$ cat src/rtl/mpu_pkg.sv
// Purpose: shared widths, context record, fault FSM states and base context
//          for the MPU context sequencer and its LIFO.
// Ports:   none (package).
package mpu_pkg;

  localparam int unsigned Depth     = 8;
  localparam int unsigned IdWidth   = 4;
  localparam int unsigned PrioWidth = 8;
  localparam int unsigned AddrWidth = 16;
  localparam int unsigned DepthW    = $clog2(Depth + 1);
  localparam int unsigned IdxW      = $clog2(Depth);

  // One interrupt context as seen by the MPU
  typedef struct packed {
    logic [IdWidth-1:0]   id;
    logic [PrioWidth-1:0] prio;
    logic [AddrWidth-1:0] ep;
  } ctx_t;

  typedef enum logic {
    FAULT_IDLE = 1'b0,
    FAULT_PEND = 1'b1
  } fault_state_e;

  localparam ctx_t CtxBase = '0;

endpackage

$ cat src/rtl/mpu_ctx_lifo.sv
// Purpose: Depth-entry register stack of preempted contexts.
// Ports:   i_clk, i_reset (async, active-high)
//          i_push/i_push_data   : store a context at the top
//          i_pop                : discard the top context
//          i_replace/i_replace_data : overwrite the top context in place
//          o_top_c (comb), o_depth (reg), o_full_c, o_empty_c (comb)
module mpu_ctx_lifo
  import mpu_pkg::*;
(
  input  logic              i_clk,
  input  logic              i_reset,
  input  logic              i_push,
  input  ctx_t              i_push_data,
  input  logic              i_pop,
  input  logic              i_replace,
  input  ctx_t              i_replace_data,
  output ctx_t              o_top_c,
  output logic [DepthW-1:0] o_depth,
  output logic              o_full_c,
  output logic              o_empty_c
);

  ctx_t              r_stack [Depth];
  logic [DepthW-1:0] r_depth;
  logic [IdxW-1:0]   w_wr_idx;
  logic [IdxW-1:0]   w_top_idx;

  // Index truncation is safe: writes are gated by full, top reads by empty
  assign w_wr_idx  = IdxW'(r_depth);
  assign w_top_idx = IdxW'(r_depth - DepthW'(1));

  assign o_top_c   = r_stack[w_top_idx];
  assign o_depth   = r_depth;
  assign o_full_c  = (r_depth == DepthW'(Depth));
  assign o_empty_c = (r_depth == '0);

  // Stack storage and occupancy; push has priority over pop, pop over replace
  always_ff @(posedge i_clk or posedge i_reset) begin
    if (i_reset) begin
      for (int unsigned i = 0; i < Depth; i++) begin
        r_stack[i] <= CtxBase;
      end
      r_depth <= '0;
    end else if (i_push && !o_full_c) begin
      r_stack[w_wr_idx] <= i_push_data;
      r_depth           <= r_depth + DepthW'(1);
    end else if (i_pop && !o_empty_c) begin
      r_depth <= r_depth - DepthW'(1);
    end else if (i_replace && !o_empty_c) begin
      r_stack[w_top_idx] <= i_replace_data;
    end
  end

endmodule

$ cat src/rtl/mpu_ctx_sequencer.sv
// Purpose: tracks the active interrupt context across nesting, drives it to
//          the MPU with a reload pulse, and forwards MPU faults to n-clic.
// Ports:   i_clk, i_reset (async, active-high)
//          i_irq_take/i_irq_id/i_irq_prio/i_sp, i_irq_ret : n-clic dispatch/return
//          o_cur_id/o_cur_prio/o_cur_ep, o_depth, o_ctx_changed : active context
//          i_mem_fault/i_fault_addr : MPU fault input
//          o_fault_valid/i_fault_ready/o_fault_id/o_fault_addr_q : fault record
//          o_err_ovf/o_err_unf/o_err_prio/o_fault_lost, i_clr_err : sticky errors
module mpu_ctx_sequencer
  import mpu_pkg::*;
(
  input  logic                 i_clk,
  input  logic                 i_reset,
  input  logic                 i_irq_take,
  input  logic [IdWidth-1:0]   i_irq_id,
  input  logic [PrioWidth-1:0] i_irq_prio,
  input  logic [AddrWidth-1:0] i_sp,
  input  logic                 i_irq_ret,
  output logic [IdWidth-1:0]   o_cur_id,
  output logic [PrioWidth-1:0] o_cur_prio,
  output logic [AddrWidth-1:0] o_cur_ep,
  output logic [DepthW-1:0]    o_depth,
  output logic                 o_ctx_changed,
  input  logic                 i_mem_fault,
  input  logic [AddrWidth-1:0] i_fault_addr,
  output logic                 o_fault_valid,
  input  logic                 i_fault_ready,
  output logic [IdWidth-1:0]   o_fault_id,
  output logic [AddrWidth-1:0] o_fault_addr_q,
  output logic                 o_err_ovf,
  output logic                 o_err_unf,
  output logic                 o_err_prio,
  output logic                 o_fault_lost,
  input  logic                 i_clr_err
);

  ctx_t         r_cur;
  fault_state_e r_fstate;
  ctx_t         w_top;
  ctx_t         w_new;
  logic         w_full, w_empty;
  logic         w_tail_chain, w_gt_cur, w_gt_top;
  logic         w_push, w_pop, w_load;
  logic         w_set_ovf, w_set_unf, w_set_prio;

  assign w_new = '{id: i_irq_id, prio: i_irq_prio, ep: i_sp};

  mpu_ctx_lifo u_lifo (
    .i_clk          (i_clk),
    .i_reset        (i_reset),
    .i_push         (w_push),
    .i_push_data    (r_cur),
    .i_pop          (w_pop),
    .i_replace      (1'b0),
    .i_replace_data (CtxBase),
    .o_top_c        (w_top),
    .o_depth        (o_depth),
    .o_full_c       (w_full),
    .o_empty_c      (w_empty)
  );

  // Take/return arbitration; a tail-chain checks priority against the context it returns to
  always_comb begin
    w_tail_chain = i_irq_take & i_irq_ret & ~w_empty;
    w_gt_cur     = (i_irq_prio > r_cur.prio);
    w_gt_top     = (i_irq_prio > w_top.prio);
    w_push       = 1'b0;
    w_pop        = 1'b0;
    w_load       = 1'b0;
    w_set_ovf    = 1'b0;
    w_set_prio   = 1'b0;
    w_set_unf    = i_irq_ret & w_empty;
    if (w_tail_chain) begin
      if (w_gt_top) begin
        w_load = 1'b1;
      end else begin
        w_pop      = 1'b1;
        w_set_prio = 1'b1;
      end
    end else begin
      if (i_irq_ret && !w_empty) begin
        w_pop = 1'b1;
      end
      if (i_irq_take) begin
        w_set_ovf  = w_full;
        w_set_prio = ~w_gt_cur;
        w_push     = ~w_full & w_gt_cur;
        w_load     = ~w_full & w_gt_cur;
      end
    end
  end

  assign o_cur_id   = r_cur.id;
  assign o_cur_prio = r_cur.prio;
  assign o_cur_ep   = r_cur.ep;

  // Active context, reload pulse, sticky errors and fault handshake FSM
  always_ff @(posedge i_clk or posedge i_reset) begin
    if (i_reset) begin
      r_cur          <= CtxBase;
      o_ctx_changed  <= 1'b0;
      r_fstate       <= FAULT_IDLE;
      o_fault_valid  <= 1'b0;
      o_fault_id     <= '0;
      o_fault_addr_q <= '0;
      o_err_ovf      <= 1'b0;
      o_err_unf      <= 1'b0;
      o_err_prio     <= 1'b0;
      o_fault_lost   <= 1'b0;
    end else begin
      if (w_load) begin
        r_cur <= w_new;
      end else if (w_pop) begin
        r_cur <= w_top;
      end
      o_ctx_changed <= w_load | w_pop;

      case (r_fstate)
        FAULT_IDLE: begin
          if (i_mem_fault) begin
            r_fstate       <= FAULT_PEND;
            o_fault_valid  <= 1'b1;
            o_fault_id     <= r_cur.id;
            o_fault_addr_q <= i_fault_addr;
          end
        end
        FAULT_PEND: begin
          if (i_fault_ready) begin
            r_fstate      <= FAULT_IDLE;
            o_fault_valid <= 1'b0;
          end
        end
        default: begin
          r_fstate      <= FAULT_IDLE;
          o_fault_valid <= 1'b0;
        end
      endcase

      // Clear takes precedence over any same-cycle set
      if (i_clr_err) begin
        o_err_ovf    <= 1'b0;
        o_err_unf    <= 1'b0;
        o_err_prio   <= 1'b0;
        o_fault_lost <= 1'b0;
      end else begin
        o_err_ovf    <= o_err_ovf | w_set_ovf;
        o_err_unf    <= o_err_unf | w_set_unf;
        o_err_prio   <= o_err_prio | w_set_prio;
        o_fault_lost <= o_fault_lost | (i_mem_fault & (r_fstate == FAULT_PEND));
      end
    end
  end

endmodule
$ cat config.mk
export PLATFORM = sky130hd
export DESIGN_NAME = mpu_ctx_sequencer
export DESIGN_NICKNAME = d
export VERILOG_FILES = /design/src/rtl/mpu_pkg.sv /design/src/rtl/mpu_ctx_lifo.sv /design/src/rtl/mpu_ctx_sequencer.sv
export SDC_FILE = /design/constraint.sdc
export NUM_CORES = 1
export LEC_CHECK = 0
export CORE_ASPECT_RATIO = 0.75
export CORE_MARGIN = 1.5
export CORE_UTILIZATION = 50
export CTS_CLUSTER_DIAMETER = 50
export DETAILED_ROUTE_END_ITERATION = 7
export PLACE_DENSITY = 0.7
export SLEW_MARGIN = 25
export SYNTH_ARGS = -nofsm -noshare
export SYNTH_HDL_FRONTEND = slang
export SYNTH_HIERARCHICAL = 1
export SYNTH_SLANG_ARGS = --single-unit
export TNS_END_PERCENT = 50
$ cat constraint.sdc
create_clock -name i_clk -period 13 [get_ports i_clk]
set_input_delay 3.25 -clock i_clk [delete_from_list [all_inputs] [get_ports i_clk]]
set_output_delay 3.25 -clock i_clk [all_outputs]
set_load 0.01 [all_outputs]
==> impl_metrics.tcl <==
set metrics [dict create \
    synth_top_cell_by_area "dfrtp_1" \
    cts-root-buf "clkbuf_16" \
    seq_area_mm2 0.00709 \
    io-pin-count 109 \
    initial_core_util_pct 51.0 \
    synth_warnings 6 \
    cts_hold_buffers 0 \
    clkTransAtPathRegs_ns 0.06 \
    r2r_cells 17 \
    outcome "finished, violations left" \
    wirelength_mm 45.8 \
    grt_pass1_vias 12200 \
    drive_above_1_share_pct 17.2 \
    period_minus_slack_ns 7.04 \
    clock.fmax_ghz 0.142 \
    yosysSeqAreaShare_pct 45.9 \
    cts_tree "built" \
    antenna_found_initial 0 \
    die_h_um 155 \
    hold_violations 0 \
    drc 0 \
    power.leakage_nw 9.08 \
    setup_tns_ns 0 \
    ctsResizeCount 0 \
    required_ns 13.40 \
    ys_top_cells_by_area "dfrtp_1 46%, mux2_2 8.3%, a22o_1 6.0%" \
    rsz0062_at_grt "no" \
    worstSkewPairLatency_ns 0.53 \
    final_cells 2057 \
    dp_hpwl_mm 26.8 \
    clock_path_buffers 3 \
    place_congestion 0.786 \
    drtPass1Iterations 6 \
    slew_viol_final 141 \
    synth-edff-count 0 \
    die_x_um 206 \
    rows 55 \
    syn-mean-instance-area_um2 11.0 \
    critPathKind "in2reg" \
    fill_cells 2462 \
    end_kind "flip-flop" \
    portBuffers 108 \
    synth_cell_type_count 68 \
    start_kind "primary input" \
    violations "max-slew violations" \
    fin_total_pwr_mw 5.01 \
    setup_viol 0 \
    core_area_mm2 0.0302 \
    routedWlPerCell_um 22.3 \
    htreeDepth 2 \
    grt_max_degree 96 \
    final_common_cell "dfrtp_1" \
    peakVddDrop_mv 0.182 \
    tightestPinTransition_ns 3.66 \
    crit_fanout 29 \
    yosysTopAreaCellShare_pct 45.9 \
    grt_pass1_wl_mm 71.6 \
    dpl-instance-area_mm2 0.0173 \
    synth_flop_cell "dfrtp_1" \
    cts.sinks 283 \
    grt.total_usage_pct 29.3 \
    ys_ff_latch 283 \
    dr.first_iter.drc_count 997 \
    viasPerCell 5.93 \
    post-route-period-util_pct 54.2 \
    layout_common_cells "282 x dfrtp_1, 209 x nand2_1, 193 x conb_1" \
    holdWs_ns 0.474 \
    hold_path_depth 1 \
    maxCapViolations 0 \
    antenna_cells_inserted 0 \
    synthToLayoutAreaGrowth_pct 20.1 \
    min_path_type "reg2reg" \
    critPathArrivalTime_ns 7.44 \
    dieArea_mm2 0.0319 \
    postRouteAntennaNets 0 \
    postLayoutCellArea_mm2 0.0185 \
    dp_cells 1995 \
    syn_inst 1405 \
    slew_headroom_pct -144 \
    via_count 12200 \
    grt_overflow_total 0 \
    cts_setup_buffers 0 \
    nets 1701 \
    p_per_area_mw_per_mm2 270 \
    syn_area_mm2 0.0154 \
    multiInputGateArea_mm2 0.00813 \
    finClkSkew_ns 0.0217 \
    numCtsBuffers 34 \
    synthArstFlopShare_pct 100 \
]
## worst max-delay path, cell delays in order
cell             delay [ns]
clkdlybuf4s50_1        0.45
ha_1                   0.32
nand2_1                0.07
nor2_1                 0.17
a21boi_1               0.24
a32o_1                 0.27
and2_1                 0.81
nand2b_1               0.42
nor3_2                 0.27
buf_4                  0.36
nor2_2                 0.21
buf_4                  0.26
a221o_1                0.32
## metrics by stage
step | utilization [%] | setup slack, ns
2_1_floorplan | - | 3.50
3_3_place_gp | 57.1 | 5.58
3_5_place_dp | 57.2 | 5.52
4_1_cts | 61.3 | 6.01
5_1_grt | 61.3 | 5.71
6_report | 61.3 | 5.96
## power breakdown
part / internal (mW) / switching, mW / total (mW)
clock network: 0.636 / 0.400 / 1.04
logic: 1.10 / 1.22 / 2.33
registers: 1.27 / 0.373 / 1.64
total: 3.01 / 2.00 / 5.01
## path summary, 6_finish.rpt
path | start | to | slack (ns)
max in group asynchronous | i_reset | u_lifo/r_stack[216] | 8.33
hold / removal | u_lifo/r_stack[5] | u_lifo/r_stack[5] | 0.47
setup reg to reg | u_lifo/o_depth[0] | u_lifo/o_depth[3] | 6.21
hold reg to reg | u_lifo/r_stack[5] | u_lifo/r_stack[5] | 0.47
min in group asynchronous | i_reset | u_lifo/r_stack[55] | 3.28
setup / recovery | i_irq_prio[7] | u_lifo/r_stack[195] | 5.96
## cells by family after synthesis
| kind of cell | after synthesis | synth area share, % |
|---|---|---|
| other cells | 1 | 0.0243 |
| simple gates | 330 | 10.2 |
| flops | 283 | 45.9 |
| mux | 160 | 14.2 |
| fa+ha+maj | 18 | 1.46 |
| compound gates | 399 | 21.4 |
| xor+xnor | 3 | 0.292 |
| buf+inv | 211 | 6.57 |
## Yosys cell counts, drive strengths merged (2+ instances only)
cell,n
nor3,8
or4b,2
a221oi,17
a221o,36
inv,77
a21o,106
clkbuf,54
a211o,3
nand2b,9
o21ai,33
o211ai,3
nand2,210
nor2,43
nand3,9
nor4,5
and4,2
xnor2,2
a222oi,2
o221ai,57
a31oi,5
mux4,32
a21oi,19
nand4,2
dfrtp,283
and3,27
nor2b,5
a22o,105
mux2,123
a32o,2
mux2i,5
o22ai,3
and2,2
buf,79
nor3b,3
ha,18
## flip-flops by register name, summed over array words and instances, names as in the netlist, 4 cells and up
name / count
u_lifo/o_depth: 4
o_cur_id: 4
o_fault_id: 4
o_fault_addr_q: 16
u_lifo/r_stack: 224
o_cur_prio: 8
o_cur_ep: 16
## metal layers
metal	up-vias	global-route usage (%)	part of all wire (%)
met5	-	0	0
met4	0	10.9	3.4
met3	109	4.69	7.6
met2	532	44.3	44
met1	6126	42.5	45
li1	5429	-	-
## layout make-up
cell class / instances / share of cell area (%)
Sequential cell: 283 / 38.3
Inverter: 78 / 1.62
Multi-Input combinational cell: 1103 / 43.9
Tap cell: 399 / 2.70
Timing Repair Buffer: 132 / 6.88
Clock inverter: 20 / 1.36
Clock buffer: 42 / 5.26
Power figures use the tool's default switching activity.
